==> src/rtl/ddr5_dimm_responder_pkg.sv <==
// Shared command/violation types and default DDR5 timing values
// for the DIMM-side responder.
package timing_parameters;
    localparam int tRCD   = 16;
    localparam int tCAS   = 16;
    localparam int tCWL   = 14;
    localparam int tBURST = 8;
    localparam int tWR    = 24;
    localparam int tRP    = 16;
endpackage

package ddr_cmd_pkg;
    typedef enum logic [2:0] {
        CMD_ACT0, CMD_ACT1, CMD_RD0, CMD_RD1, CMD_WR0, CMD_WR1, CMD_PRE
    } cmd_e;

    typedef enum logic [2:0] {
        V_NONE, V_HALF, V_BANK, V_ROW, V_TIMING, V_DATA
    } viol_e;

    typedef enum logic {B_CLOSED, B_OPEN} bank_state_e;

    typedef enum logic [2:0] {K_NONE, K_ACT, K_RD, K_WR, K_PRE} kind_e;

    // Kind of command that a latched first half will commit as.
    function automatic kind_e first_kind(input cmd_e c);
        case (c)
            CMD_RD0: return K_RD;
            CMD_WR0: return K_WR;
            default: return K_ACT;
        endcase
    endfunction
endpackage

==> src/rtl/ddr5_dimm_responder_bank_tracker.sv <==
// Per-bank state: open/closed, open row, last committed kind and
// cycles elapsed since that commit (saturating).
module ddr_bank_tracker
    import ddr_cmd_pkg::*;
#(
    parameter int ROW_W = 16
) (
    input  logic             clk,
    input  logic             rst_n,
    input  logic             commit,
    input  kind_e            commit_kind,
    input  logic [ROW_W-1:0] commit_row,
    output bank_state_e      state,
    output logic [ROW_W-1:0] row,
    output kind_e            last_kind,
    output logic [7:0]       t_since,
    output logic             closed_ok,
    output logic             open_ok
);
    assign closed_ok = (state == B_CLOSED);
    assign open_ok   = (state == B_OPEN);

    always_ff @(posedge clk or negedge rst_n) begin
        if (!rst_n) begin
            state     <= B_CLOSED;
            row       <= '0;
            last_kind <= K_NONE;
            t_since   <= 8'hFF;
        end else if (commit) begin
            last_kind <= commit_kind;
            t_since   <= 8'd0;
            if (commit_kind == K_ACT) begin
                state <= B_OPEN;
                row   <= commit_row;
            end else if (commit_kind == K_PRE) begin
                state <= B_CLOSED;
            end
        end else if (t_since != 8'hFF) begin
            t_since <= t_since + 8'd1;
        end
    end
endmodule

==> src/rtl/ddr5_dimm_responder.sv <==
// DDR5 DIMM responder: pairs command halves, checks bank/timing rules,
// drives data windows. RESP_STATS_EN builds the command counters.
module ddr5_dimm_responder
    import ddr_cmd_pkg::*;
    import timing_parameters::*;
#(
    parameter int NUM_BG  = 8,
    parameter int NUM_BA  = 4,
    parameter int ROW_W   = 16,
    parameter int COL_W   = 10,
    parameter int T_RCD   = tRCD,
    parameter int T_CAS   = tCAS,
    parameter int T_CWL   = tCWL,
    parameter int T_BURST = tBURST,
    parameter int T_WR    = tWR,
    parameter int T_RP    = tRP
) (
    input  logic                        clk,
    input  logic                        rst_n,
    input  logic                        cmd_valid,
    input  cmd_e                        cmd_code,
    input  logic [$clog2(NUM_BG)-1:0]   cmd_bg,
    input  logic [$clog2(NUM_BA)-1:0]   cmd_ba,
    input  logic [ROW_W-1:0]            cmd_row,
    input  logic [COL_W-1:0]            cmd_col,
    output logic                        rd_data_valid,
    output logic                        wr_data_ready,
    output logic                        viol_valid,
    output viol_e                       viol_code,
    output logic [NUM_BG*NUM_BA-1:0]    bank_open,
    output logic [3:0][15:0]            stat_cnt
);
    localparam int NB  = NUM_BG * NUM_BA;
    localparam int BGW = $clog2(NUM_BG);
    localparam int BAW = $clog2(NUM_BA);
    localparam int BIW = BGW + BAW;

    // Elapsed cycles are t_since+1: a command N cycles after a commit sees N.
    localparam logic [8:0] RCD9 = 9'(T_RCD);
    localparam logic [8:0] RP9  = 9'(T_RP);
    localparam logic [8:0] PRD9 = 9'(T_CAS + T_BURST);
    localparam logic [8:0] PWR9 = 9'(T_CWL + T_BURST + T_WR);
    localparam logic [7:0] RD_LO = 8'(T_CAS + 1);
    localparam logic [7:0] RD_HI = 8'(T_CAS + T_BURST);
    localparam logic [7:0] WR_LO = 8'(T_CWL + 1);
    localparam logic [7:0] WR_HI = 8'(T_CWL + T_BURST);

    typedef enum logic {P_IDLE, P_HALF1} pair_e;

    pair_e             pst;
    logic              at_gap2;
    cmd_e              h_code;
    logic [BGW-1:0]    h_bg;
    logic [BAW-1:0]    h_ba;
    logic [ROW_W-1:0]  h_row;
    logic [COL_W-1:0]  h_col;

    logic [BIW-1:0]    idx;
    logic [NB-1:0]     closed_ok, open_ok;
    bank_state_e       b_state [NB];
    logic [ROW_W-1:0]  b_row   [NB];
    kind_e             b_kind  [NB];
    logic [7:0]        b_t     [NB];

    logic [8:0]        elapsed;
    logic              act_t_ok, acc_t_ok, pre_t_ok, pair_match;
    viol_e             act_v, acc_v, pre_v, viol_nxt;
    logic              commit_en, start_half;
    kind_e             commit_kind;
    logic [2:0]        nxt_code;

    logic              busy, is_rd;
    logic [7:0]        dcnt;

    assign idx     = {cmd_bg, cmd_ba};
    assign elapsed = {1'b0, b_t[idx]} + 9'd1;

    assign act_t_ok = (b_kind[idx] != K_PRE) || (elapsed >= RP9);
    assign acc_t_ok = (b_kind[idx] != K_ACT) || (elapsed >= RCD9);
    assign pre_t_ok = (b_kind[idx] == K_RD) ? (elapsed >= PRD9) :
                      (b_kind[idx] == K_WR) ? (elapsed >= PWR9) : 1'b1;

    assign act_v = !closed_ok[idx] ? V_BANK :
                   act_t_ok ? V_NONE : V_TIMING;
    assign acc_v = !open_ok[idx] ? V_BANK :
                   (b_row[idx] != cmd_row) ? V_ROW :
                   acc_t_ok ? V_NONE : V_TIMING;
    assign pre_v = !open_ok[idx] ? V_BANK :
                   pre_t_ok ? V_NONE : V_TIMING;

    assign nxt_code   = h_code + 3'd1;
    assign pair_match = (cmd_code == nxt_code) && (cmd_bg == h_bg) &&
                        (cmd_ba == h_ba) && (cmd_row == h_row) &&
                        (cmd_col == h_col);

    always_comb begin
        viol_nxt    = V_NONE;
        commit_en   = 1'b0;
        commit_kind = K_NONE;
        start_half  = 1'b0;
        case (pst)
            P_IDLE: if (cmd_valid) begin
                unique case (cmd_code)
                    CMD_ACT0: begin
                        viol_nxt   = act_v;
                        start_half = (act_v == V_NONE);
                    end
                    CMD_RD0, CMD_WR0: begin
                        viol_nxt   = acc_v;
                        start_half = (acc_v == V_NONE);
                    end
                    CMD_ACT1, CMD_RD1, CMD_WR1: viol_nxt = V_HALF;
                    CMD_PRE: begin
                        viol_nxt    = pre_v;
                        commit_en   = (pre_v == V_NONE);
                        commit_kind = K_PRE;
                    end
                    default: ;
                endcase
            end
            P_HALF1: begin
                if (at_gap2 && cmd_valid && pair_match) begin
                    commit_en   = 1'b1;
                    commit_kind = first_kind(h_code);
                end else if (at_gap2 || cmd_valid) begin
                    viol_nxt = V_HALF;
                end
            end
            default: ;
        endcase
        // Bank state still commits; only the data window is refused.
        if (commit_en && busy &&
            (commit_kind == K_RD || commit_kind == K_WR))
            viol_nxt = V_DATA;
    end

    always_ff @(posedge clk or negedge rst_n) begin
        if (!rst_n) begin
            pst        <= P_IDLE;
            at_gap2    <= 1'b0;
            h_code     <= CMD_ACT0;
            h_bg       <= '0;
            h_ba       <= '0;
            h_row      <= '0;
            h_col      <= '0;
            viol_valid <= 1'b0;
            viol_code  <= V_NONE;
        end else begin
            viol_valid <= (viol_nxt != V_NONE);
            viol_code  <= viol_nxt;
            case (pst)
                P_IDLE: if (start_half) begin
                    pst     <= P_HALF1;
                    at_gap2 <= 1'b0;
                    h_code  <= cmd_code;
                    h_bg    <= cmd_bg;
                    h_ba    <= cmd_ba;
                    h_row   <= cmd_row;
                    h_col   <= cmd_col;
                end
                P_HALF1: begin
                    if (!at_gap2 && !cmd_valid) at_gap2 <= 1'b1;
                    else pst <= P_IDLE;
                end
                default: pst <= P_IDLE;
            endcase
        end
    end

    always_ff @(posedge clk or negedge rst_n) begin
        if (!rst_n) begin
            busy  <= 1'b0;
            is_rd <= 1'b0;
            dcnt  <= 8'd0;
        end else if (commit_en && !busy &&
                     (commit_kind == K_RD || commit_kind == K_WR)) begin
            busy  <= 1'b1;
            is_rd <= (commit_kind == K_RD);
            dcnt  <= 8'd1;
        end else if (busy) begin
            dcnt <= dcnt + 8'd1;
            if (dcnt == (is_rd ? RD_HI : WR_HI)) busy <= 1'b0;
        end
    end

    assign rd_data_valid = busy && is_rd && dcnt >= RD_LO && dcnt <= RD_HI;
    assign wr_data_ready = busy && !is_rd && dcnt >= WR_LO && dcnt <= WR_HI;

    for (genvar i = 0; i < NB; i++) begin : g_bank
        ddr_bank_tracker #(.ROW_W(ROW_W)) u_bank (
            .clk         (clk),
            .rst_n       (rst_n),
            .commit      (commit_en && (idx == BIW'(i))),
            .commit_kind (commit_kind),
            .commit_row  (cmd_row),
            .state       (b_state[i]),
            .row         (b_row[i]),
            .last_kind   (b_kind[i]),
            .t_since     (b_t[i]),
            .closed_ok   (closed_ok[i]),
            .open_ok     (open_ok[i])
        );
        assign bank_open[i] = (b_state[i] == B_OPEN);
    end

`ifdef RESP_STATS_EN
    always_ff @(posedge clk or negedge rst_n) begin
        if (!rst_n) begin
            stat_cnt <= '0;
        end else if (commit_en) begin
            case (commit_kind)
                K_ACT:   stat_cnt[3] <= stat_cnt[3] + 16'd1;
                K_RD:    stat_cnt[2] <= stat_cnt[2] + 16'd1;
                K_WR:    stat_cnt[1] <= stat_cnt[1] + 16'd1;
                K_PRE:   stat_cnt[0] <= stat_cnt[0] + 16'd1;
                default: ;
            endcase
        end
    end
`else
    assign stat_cnt = '0;
`endif
endmodule

==> config.mk <==
export PLATFORM = sky130hd
export DESIGN_NAME = ddr5_dimm_responder
export DESIGN_NICKNAME = d
export VERILOG_FILES = /design/src/rtl/ddr5_dimm_responder_pkg.sv /design/src/rtl/ddr5_dimm_responder_bank_tracker.sv /design/src/rtl/ddr5_dimm_responder.sv
export SDC_FILE = /design/constraint.sdc
export NUM_CORES = 2
export LEC_CHECK = 0
export ABC_AREA = 1
export BUFFER_PORTS_ARGS = -buffer_cell sky130_fd_sc_hd__buf_2
export CAP_MARGIN = 5
export CORE_ASPECT_RATIO = 1.4
export CORE_MARGIN = 5
export CORE_UTILIZATION = 55
export CTS_BUF_LIST = sky130_fd_sc_hd__clkbuf_16
export DETAILED_ROUTE_END_ITERATION = 12
export GPL_ROUTABILITY_DRIVEN = 0
export MAX_ROUTING_LAYER = met4
export PLACE_DENSITY = 0.72
export SKIP_CTS_REPAIR_TIMING = 1
export SLEW_MARGIN = 20
export SYNTH_ARGS = -nofsm -noshare
export SYNTH_HDL_FRONTEND = slang
export SYNTH_SLANG_ARGS = --single-unit
==> constraint.sdc <==
create_clock -name clk -period 6.9 [get_ports clk]
set_input_delay 1.035 -clock clk [delete_from_list [all_inputs] [get_ports clk]]
set_output_delay 1.035 -clock clk [all_outputs]
set_load 0.01 [all_outputs]
---- Word level (Yosys, flattened, before mapping) ----
Cells that the tools add are included.
operators by class
  add/sub/neg operators ................... 35
  multiply operators ...................... 0
  divide/modulo/power cells ............... 0
  $lt $le $gt $ge ......................... 9
  equality and inequality tests ........... 88
  shift-type cells ........................ 0
  muxes and demuxes ....................... 118
  bitwise logic cells ..................... 34
  reductions and logical operators ........ 165
operators with widths
  operator                                                        number
  2-to-1 mux 8 bit                                                68
  adder 8 x 1 -> 8 bit, second input constant                     33
  != test 8 bit, second input constant                            32
  AND reduction 2 bit                                             66
  binary-select mux 16 bit (select 5 bit)                         1
  == test 5 bit, second input constant                            16
  nonzero test 2 bit                                              34
  logical AND 1 bit                                               49
  binary-select mux 8 bit (select 5 bit)                          1
  == test 5 x 4 -> 1 bit, second input constant                   8
  2-to-1 mux 3 bit                                                13
  inverter 1 bit                                                  33
  2-to-1 mux 16 bit                                               2
  == test 3 x 2 -> 1 bit, second input constant                   7
  == test 5 x 3 -> 1 bit, second input constant                   4
  2-to-1 mux 1 bit                                                20
  >= comparator 9 x 5 -> 1 bit, second input constant             2
  == test 16 bit                                                  1
  less-or-equal comparator 8 x 5 -> 1 bit, second input constant  2
  != test 16 bit                                                  1
  binary-select mux 3 bit (select 5 bit)                          1
  == test 3 bit, second input constant                            5
  zero test 3 bit                                                 4
  case mux 3 bit (2 select lines)                                 2
  other kinds (31)                                                44
storage, ports and cells
  flip-flop bits (word level) ............. 946
  bits in latches ......................... 0
  memory bits (writable) .................. 0
  ROM bits ................................ 0
  input port bits ......................... 37
  memories kept ........................... 0

---- Longest topological paths before layout ----
  word-level depth ........................ 18
  depth in mapped cells ................... 27
  gate-level depth less buffers ........... 23

---- Hierarchy ----
A second synthesis with hierarchy kept.
unflattened totals
  cell total of the unflattened synthesis .. 7,522
  area total of the unflattened synthesis .. 54,684.9 µm²
by module, submodules not included
  module                                     instances  cells an instance  area an instance (µm²)  seq. area each (µm²)
  ddr_bank_tracker at g_bank[10].u_bank ...  31         146                1,285.0                 710.7
  ddr5_dimm_responder                        1          2,849              13,560.5                1,251.2
  ddr_bank_tracker at g_bank[0].u_bank       1          147                1,290.0                 710.7

---- Worst setup path after synthesis ----
Ideal clock, no wire load.
  path kind ............................... input -> register
  start ................................... input port cmd_ba[0]
  end ..................................... register g_bank[14].u_bank.row[0]
  library setup time ...................... 0.117 ns
  arrival ................................. 3.682 ns
  data required time ...................... 6.783 ns
  path slack .............................. 3.100 ns
  stages on the path ...................... 25
  path buffers ............................ 6
  cell sequence ........................... buf_4 buf_6 buf_4 o21ai_1 nand2_1 nand2_1 nand2_1 nand3_1 nor2_1 nor2_2 ha_1 inv_1 nor2_1 nand3_1 nand2_1 nand3_1 nor2_2 nand3_2 nand2_4 nand2_4 buf_6 buf_4 buf_4 nand4_1 nand2_1
on the way
  word-level cells in the longest chain between the ends .. 16
  elaborated cells between the ends (all ways) .. 34
  those cells by class .................... 1 x add/sub; 2 x order compare; 5 x eq/ne; 18 x mux; 1 x bitwise; 7 x reduce/logical
ends and longest elaborated chain
  element                                              RTL line                                                                         source
  start, declared                                      ddr5_dimm_responder.sv:23                                                        input logic [$clog2(NUM_BA)-1:0] cmd_ba,
  inverter 5 -> 6 bit (implied by the code)            ddr5_dimm_responder.sv:76, ddr5_dimm_responder.sv:80, ddr5_dimm_responder.sv:81
  binary-select mux 8 bit (select 5 bit)               ddr5_dimm_responder.sv:76                                                        assign elapsed = {1'b0, b_t[idx]} + 9'd1;
  2-to-1 mux 8 bit (implied by the code) (2 in a row)  ddr5_dimm_responder.sv:76
  adder 8 x 1 -> 9 bit                                 ddr5_dimm_responder.sv:76
  >= comparator 9 x 6 -> 1 bit                         ddr5_dimm_responder.sv:81                                                        (b_kind[idx] == K_WR) ? (elapsed >= PWR9) : 1'b1;
  2-to-1 mux 1 bit                                     ddr5_dimm_responder.sv:81
  2-to-1 mux 1 bit                                     ddr5_dimm_responder.sv:80                                                        assign pre_t_ok = (b_kind[idx] == K_RD) ? (elapsed >= PRD9) :
  2-to-1 mux 3 bit                                     ddr5_dimm_responder.sv:89                                                        pre_t_ok ? V_NONE : V_TIMING;
  2-to-1 mux 3 bit                                     ddr5_dimm_responder.sv:88                                                        assign pre_v = !open_ok[idx] ? V_BANK :
  zero test 3 bit                                      ddr5_dimm_responder.sv:115                                                       commit_en = (pre_v == V_NONE);
  2-to-1 mux 1 bit                                     ddr5_dimm_responder.sv:103                                                       unique case (cmd_code)
  2-to-1 mux 1 bit                                     ddr5_dimm_responder.sv:102                                                       P_IDLE: if (cmd_valid) begin
  case mux 1 bit (2 select lines)                      ddr5_dimm_responder.sv:101                                                       case (pst)
  logical AND 1 bit                                    ddr5_dimm_responder.sv:193                                                       .commit (commit_en && (idx == BIW'(i))),
  AND reduction 2 bit (no line) (*)                    n/a
  end signal, assigned                                 ddr5_dimm_responder_bank_tracker.sv:34                                           row <= commit_row;
  end, declared                                        ddr5_dimm_responder_bank_tracker.sv:14                                           output logic [ROW_W-1:0] row,
Mark *: on every way between the ends. The rest lies on a longest branch, timed or not. The select of a mux whose other input is x is not followed.
A chain may end at the register's enable or synchronous reset.

---- Worst setup path after layout ----
  start ................................... input port cmd_ba[0]
  end ..................................... register g_bank[30].u_bank.t_since[6]
on the way
  word-level cells in the longest chain between the ends .. 16
  elaborated cells between the ends (all ways) .. 32
  those cells by class .................... 1 x add/sub; 2 x order compare; 4 x eq/ne; 17 x mux; 1 x bitwise; 7 x reduce/logical
ends and longest elaborated chain
  element                                                        RTL line                                                                         source
  inverter 5 -> 6 bit (implied by the code)                      ddr5_dimm_responder.sv:76, ddr5_dimm_responder.sv:80, ddr5_dimm_responder.sv:81
  binary-select mux 8 bit (select 5 bit)                         ddr5_dimm_responder.sv:76
  2-to-1 mux 8 bit (implied by the code) (2 in a row)            ddr5_dimm_responder.sv:76
  adder 8 x 1 -> 9 bit                                           ddr5_dimm_responder.sv:76
  >= comparator 9 x 6 -> 1 bit                                   ddr5_dimm_responder.sv:81
  2-to-1 mux 1 bit                                               ddr5_dimm_responder.sv:81
  2-to-1 mux 1 bit                                               ddr5_dimm_responder.sv:80
  2-to-1 mux 3 bit                                               ddr5_dimm_responder.sv:89
  2-to-1 mux 3 bit                                               ddr5_dimm_responder.sv:88
  zero test 3 bit                                                ddr5_dimm_responder.sv:115
  2-to-1 mux 1 bit                                               ddr5_dimm_responder.sv:103
  2-to-1 mux 1 bit                                               ddr5_dimm_responder.sv:102
  case mux 1 bit (2 select lines)                                ddr5_dimm_responder.sv:101
  logical AND 1 bit (*)                                          ddr5_dimm_responder.sv:193
  2-to-1 mux 8 bit / nonzero test 2 bit (equally long branches)  n/a
  end signal, assigned                                           ddr5_dimm_responder_bank_tracker.sv:39                                           t_since <= t_since + 8'd1;
  end, declared                                                  ddr5_dimm_responder_bank_tracker.sv:16                                           output logic [7:0] t_since,
Marks and branches as above.

==> results by stage <==
Run status:
- The run finished with clean final reports.

Place:
- The total of buffers placed on input and output ports is 74.
- After legalization and detailed placement, the total HPWL measured about 110 mm.
- Prior to clock tree synthesis, the placed netlist has a worst setup slack of 1190 ps.
- After detailed placement, the total cell area comes to 53,200 um^2.

Floorplan:
- In this run the vertical extent of the chip is 376 um.
- The floorplan step defined a core boundary enclosing 95,100 um^2.
- The I/O pin count is 139.
- The initial cell density of the core is 55.3%.
- The floorplan step set the die width to 271 um.
- The die outline area is around 100,000 um^2.
- The placement row count is around 130.

Clock tree:
- The TritonCTS buffer count is 97.
- The maximum buffer depth of the clock tree is 3.
- CTS built an H-tree with a depth of 3.
- After clock tree synthesis, the clock-pin slew on the worst setup and hold paths is 60 ps.
- The clock root buffer is sky130_fd_sc_hd__clkbuf_16.
- TritonCTS built the clock tree.
- The total clock sinks is 946.
- Clock latency on the worst-skew pair, taken at its later pin, is 700 ps.

Critical path:
- The startpoint type of the worst setup path is a primary input.
- The cell at the slowest stage of the critical path is sky130_fd_sc_hd__nor4_1.
- Among the stages of the critical path, the cell type that occurs most often is sky130_fd_sc_hd__nand2_1.
- The combined buffer and inverter count along the critical path is 4.
- The maximum single-stage delay on the critical path is 930 ps.
- Data on the critical path is required at its endpoint by approximately 7500 ps.
- STA classifies the critical path endpoint as a flop.
- The critical path goes through buf_6, nor2_4, buf_12, a22oi_1, nand2_1, nand2_1, nand2_1, nor4_1, nor2_1, inv_2, nor3_2, nand2_4, nand2_8, buf_4, nand2_1, nand2_1, nand2_1.
- The largest driver fanout on the critical path is 75.
- The cell family contributing the most delay on the critical path is simple AND/OR/NAND/NOR gates.
- The setup path with the least slack is of type primary input to flop.
- The data arrival time of the worst path is 5960 ps.

Logic synthesis:
- Each instance of the synthesized netlist takes up on average between 7 and 8 um^2.
- The register bit total from synthesis is 946.
- Counting flops with a built-in enable in the synthesized netlist gives 0.
- In the synthesized netlist the async set-or-reset flop fraction comes to 100%.
- The main flop type after synthesis is sky130_fd_sc_hd__dfrtp_1.
- The proportion of synthesized chip area in sequential cells is 45.6%.
- Summing every instance area after synthesis gives 52,600 um^2.
- The count of distinct cell types in the synthesized netlist is 56.
- The number of warning messages in the yosys log is 0.
- The gate count of the mapped netlist is 7,096.

Pwr:
- The combinational fraction of design power is 21.4%.
- The clock network is responsible for ~33% of the overall power.
- The analysis attributes to cell leakage a power of around 30 nW.
- In this run the power density over the cells is 295 nW/um^2.
- Net switching is around a third of the power.
- The worst voltage drop across the vdd grid is 0.218 mV.
- The sequential share of power is 45.8%.
- Cell internal power was estimated by the tool at about 11 mW.
- For this design the total switching power over the nets is 5.35 mW.
- The total power draw is between 15 and 20 mW.

Timing:
- Setup repair after global routing left no endpoint under its margin.
- After routing, the total negative slack on setup checks comes to 0 ps.
- The transition time of the tightest slew-check pin is between 1000 and 1500 ps.
- The highest attainable clock frequency is 0.187 GHz.
- On the final layout, the worst clock skew is 37.7 ps.
- The final count of hold timing violations was 0.
- The number of failing setup endpoints in the final timing report is 0.
- Setup slack on the critical path of the routed design comes to 1550 ps.
- The worst pin sits at a relative slew slack of around 18%.
- The worst hold margin is about 470 ps.
- The number of slew-limit violations in the final report came to 0.
- Dividing the final minimum period by the clock period gives 77.5%.
- The minimum clock period is between 5000 and 6000 ps.

Cells and area:
- After the last flow step, the layout net total stands at 7,005.
- The finished cells cover 56,500 um^2.
- In the final layout, the share of cells above drive strength 1 is about a tenth.
- The filler cell count in the final layout is between 8,000 and 9,000.
- The area growth from synthesis to layout is 7.39%.

GRT:
- The overall fraction of global-route tracks in use is 34.5%.
- The first-pass GRT wire length is 271 mm.
- The total overflow left after global routing is 0.
- The number of antenna violations at the first check in global routing was 3.
- The via count of the first global-routing pass is 47,300.
- Entering global routing, the biggest net connects 159 pins.

Detailed routing:
- After detailed routing, the met2 layer carries 80.0 mm of wire.
- Detailed routing inserted a total of 49,100 vias.
- In the routed layout, each cell is associated on average with a via count of 5.96.
- The detailed-router iteration count before antenna repair is 6.
- The routed length on met3 is 15.4 mm.
- In the final routing, the length of wire on met1 measures 65.4 mm.
- The detail route stage leaves a number of antenna-violating nets equal to 0.
- The uppermost metal layer occupied by signal nets is met4.
- After detailed routing, the number of remaining DRC violations is 0.
- Dividing the detail-routed wire length by the instance count gives 21.3 um.
- The count of routing violations after the opening detailed-route iteration is between 5,000 and 6,000.
- The routed design has between 150 and 200 mm of wire.

Job:
- The number of max-cap violations is 0.

Min path:
- The worst hold path belongs to the class primary input to asynchronous set/reset pin.
## path summary, 6_finish.rpt
kind / from / end / slack (ps) / cells after the start
setup / recovery: cmd_ba[0] / g_bank[30].u_bank.t_since[6] / 1550 / 17
hold / removal: rst_n / g_bank[29].u_bank.last_kind[0] / 470 / 1
setup reg to reg: g_bank[0].u_bank.open_ok / g_bank[30].u_bank.t_since[6] / 2320 / 14
hold reg to reg: g_bank[13].u_bank.row[15] / g_bank[13].u_bank.row[15] / 470 / 2
max in group asynchronous: rst_n / g_bank[28].u_bank.row[15] / 5060 / 2
min in group clk: g_bank[13].u_bank.row[15] / g_bank[13].u_bank.row[15] / 470 / 2
## state kept, by name, summed over array words and instances, names as in the netlist
name                     count
at_gap2                      1
g_bank.u_bank.row          512
h_row                       16
h_ba                         2
h_col                       10
busy                         1
g_bank.u_bank.last_kind     96
g_bank.u_bank.open_ok       32
h_code                       3
viol_code                    3
dcnt                         8
pst                          1
viol_valid                   1
is_rd                        1
h_bg                         3
g_bank.u_bank.t_since      256
## worst reg2reg max path: stages, from the launching register on
cell and delay [ps]:
sky130_fd_sc_hd__dfrtp_1 450, sky130_fd_sc_hd__a22oi_1 490, sky130_fd_sc_hd__nand2_1 190, sky130_fd_sc_hd__nand2_1 160, sky130_fd_sc_hd__nand2_1 80, sky130_fd_sc_hd__nor4_1 930, sky130_fd_sc_hd__nor2_1 250, sky130_fd_sc_hd__inv_2 170
sky130_fd_sc_hd__nor3_2 60, sky130_fd_sc_hd__nand2_4 250, sky130_fd_sc_hd__nand2_8 340, sky130_fd_sc_hd__buf_4 350, sky130_fd_sc_hd__nand2_1 390, sky130_fd_sc_hd__nand2_1 270, sky130_fd_sc_hd__nand2_1 130
## layer usage
layer  global-route usage, %  up-vias
met4                    23.0        0
met2                    53.6     2528
met1                    41.8    23400
met3                    5.41      690
li1                        -    22500
met5                       -        -
## power by group through the flow
stage / registers, mW / logic [mW] / clock network, mW
2_1_floorplan: 7.47 / 2.71 / 0
3_3_place_gp: 7.69 / 3.42 / 0
3_5_place_dp: 7.71 / 3.53 / 0
4_1_cts: 7.63 / 3.55 / 5.50
5_1_grt: 7.75 / 4.05 / 5.73
6_report: 7.64 / 3.57 / 5.47
## cell type report
cell class,count,area (um^2),area share (%)
multi-input combinational,5313,24600,43.6
clock inverter,75,741,1.31
clock buffer,99,2480,4.39
timing repair buffer,225,1790,3.16
tap,1224,1530,2.71
inverter,344,1310,2.32
antenna,2,5.00,0.00886
sequential,946,24000,42.5
## through the flow
step,cells,util (%)
6_report,8228,59.4
5_1_grt,8228,59.4
4_1_cts,8226,59.4
3_5_place_dp,8052,56.0
3_3_place_gp,8052,56.0
2_1_floorplan,7159,-
## kinds of logic after synthesis
group / count (synthesis) / synth area share [%]
compound gates: 428 / 4.61
other cells: 1 / 0.00713
buf+inv: 900 / 8.11
flops: 946 / 45.6
xor+xnor: 202 / 3.36
simple gates: 4573 / 37.2
mux: 5 / 0.0976
fa+ha+maj: 41 / 0.976
## synthesized netlist by cell type (60+ instances only)
cell type	count	area [um^2]
sky130_fd_sc_hd__a21oi_1	122	611
sky130_fd_sc_hd__buf_1	60	225
sky130_fd_sc_hd__buf_2	178	891
sky130_fd_sc_hd__buf_4	146	1100
sky130_fd_sc_hd__clkbuf_1	157	589
sky130_fd_sc_hd__dfrtp_1	690	17300
sky130_fd_sc_hd__dfstp_2	256	6730
sky130_fd_sc_hd__inv_1	330	1240
sky130_fd_sc_hd__nand2_1	3037	11400
sky130_fd_sc_hd__nand3_1	285	1430
sky130_fd_sc_hd__nand4_1	594	3720
sky130_fd_sc_hd__nor2_1	493	1850
sky130_fd_sc_hd__o21ai_0	120	601
sky130_fd_sc_hd__o21ai_1	76	380
sky130_fd_sc_hd__xor2_1	151	1320
## cell usage in the layout (no fill, tap or decap), drive strengths merged, types with 14 or more instances in the layout
cell / count
nor3: 36
a21boi: 18
nand4: 594
clkbuf: 99
nor4: 24
buf: 225
bufinv: 14
xnor2: 51
clkinv: 35
or2: 17
xor2: 151
inv: 366
nand2: 3045
o22ai: 15
nand3b: 21
nor2: 498
a22oi: 59
ha: 41
nand3: 317
conb: 64
a21oi: 122
dfrtp: 690
dfstp: 256
o21ai: 196
(Power assumes the default switching activity.)
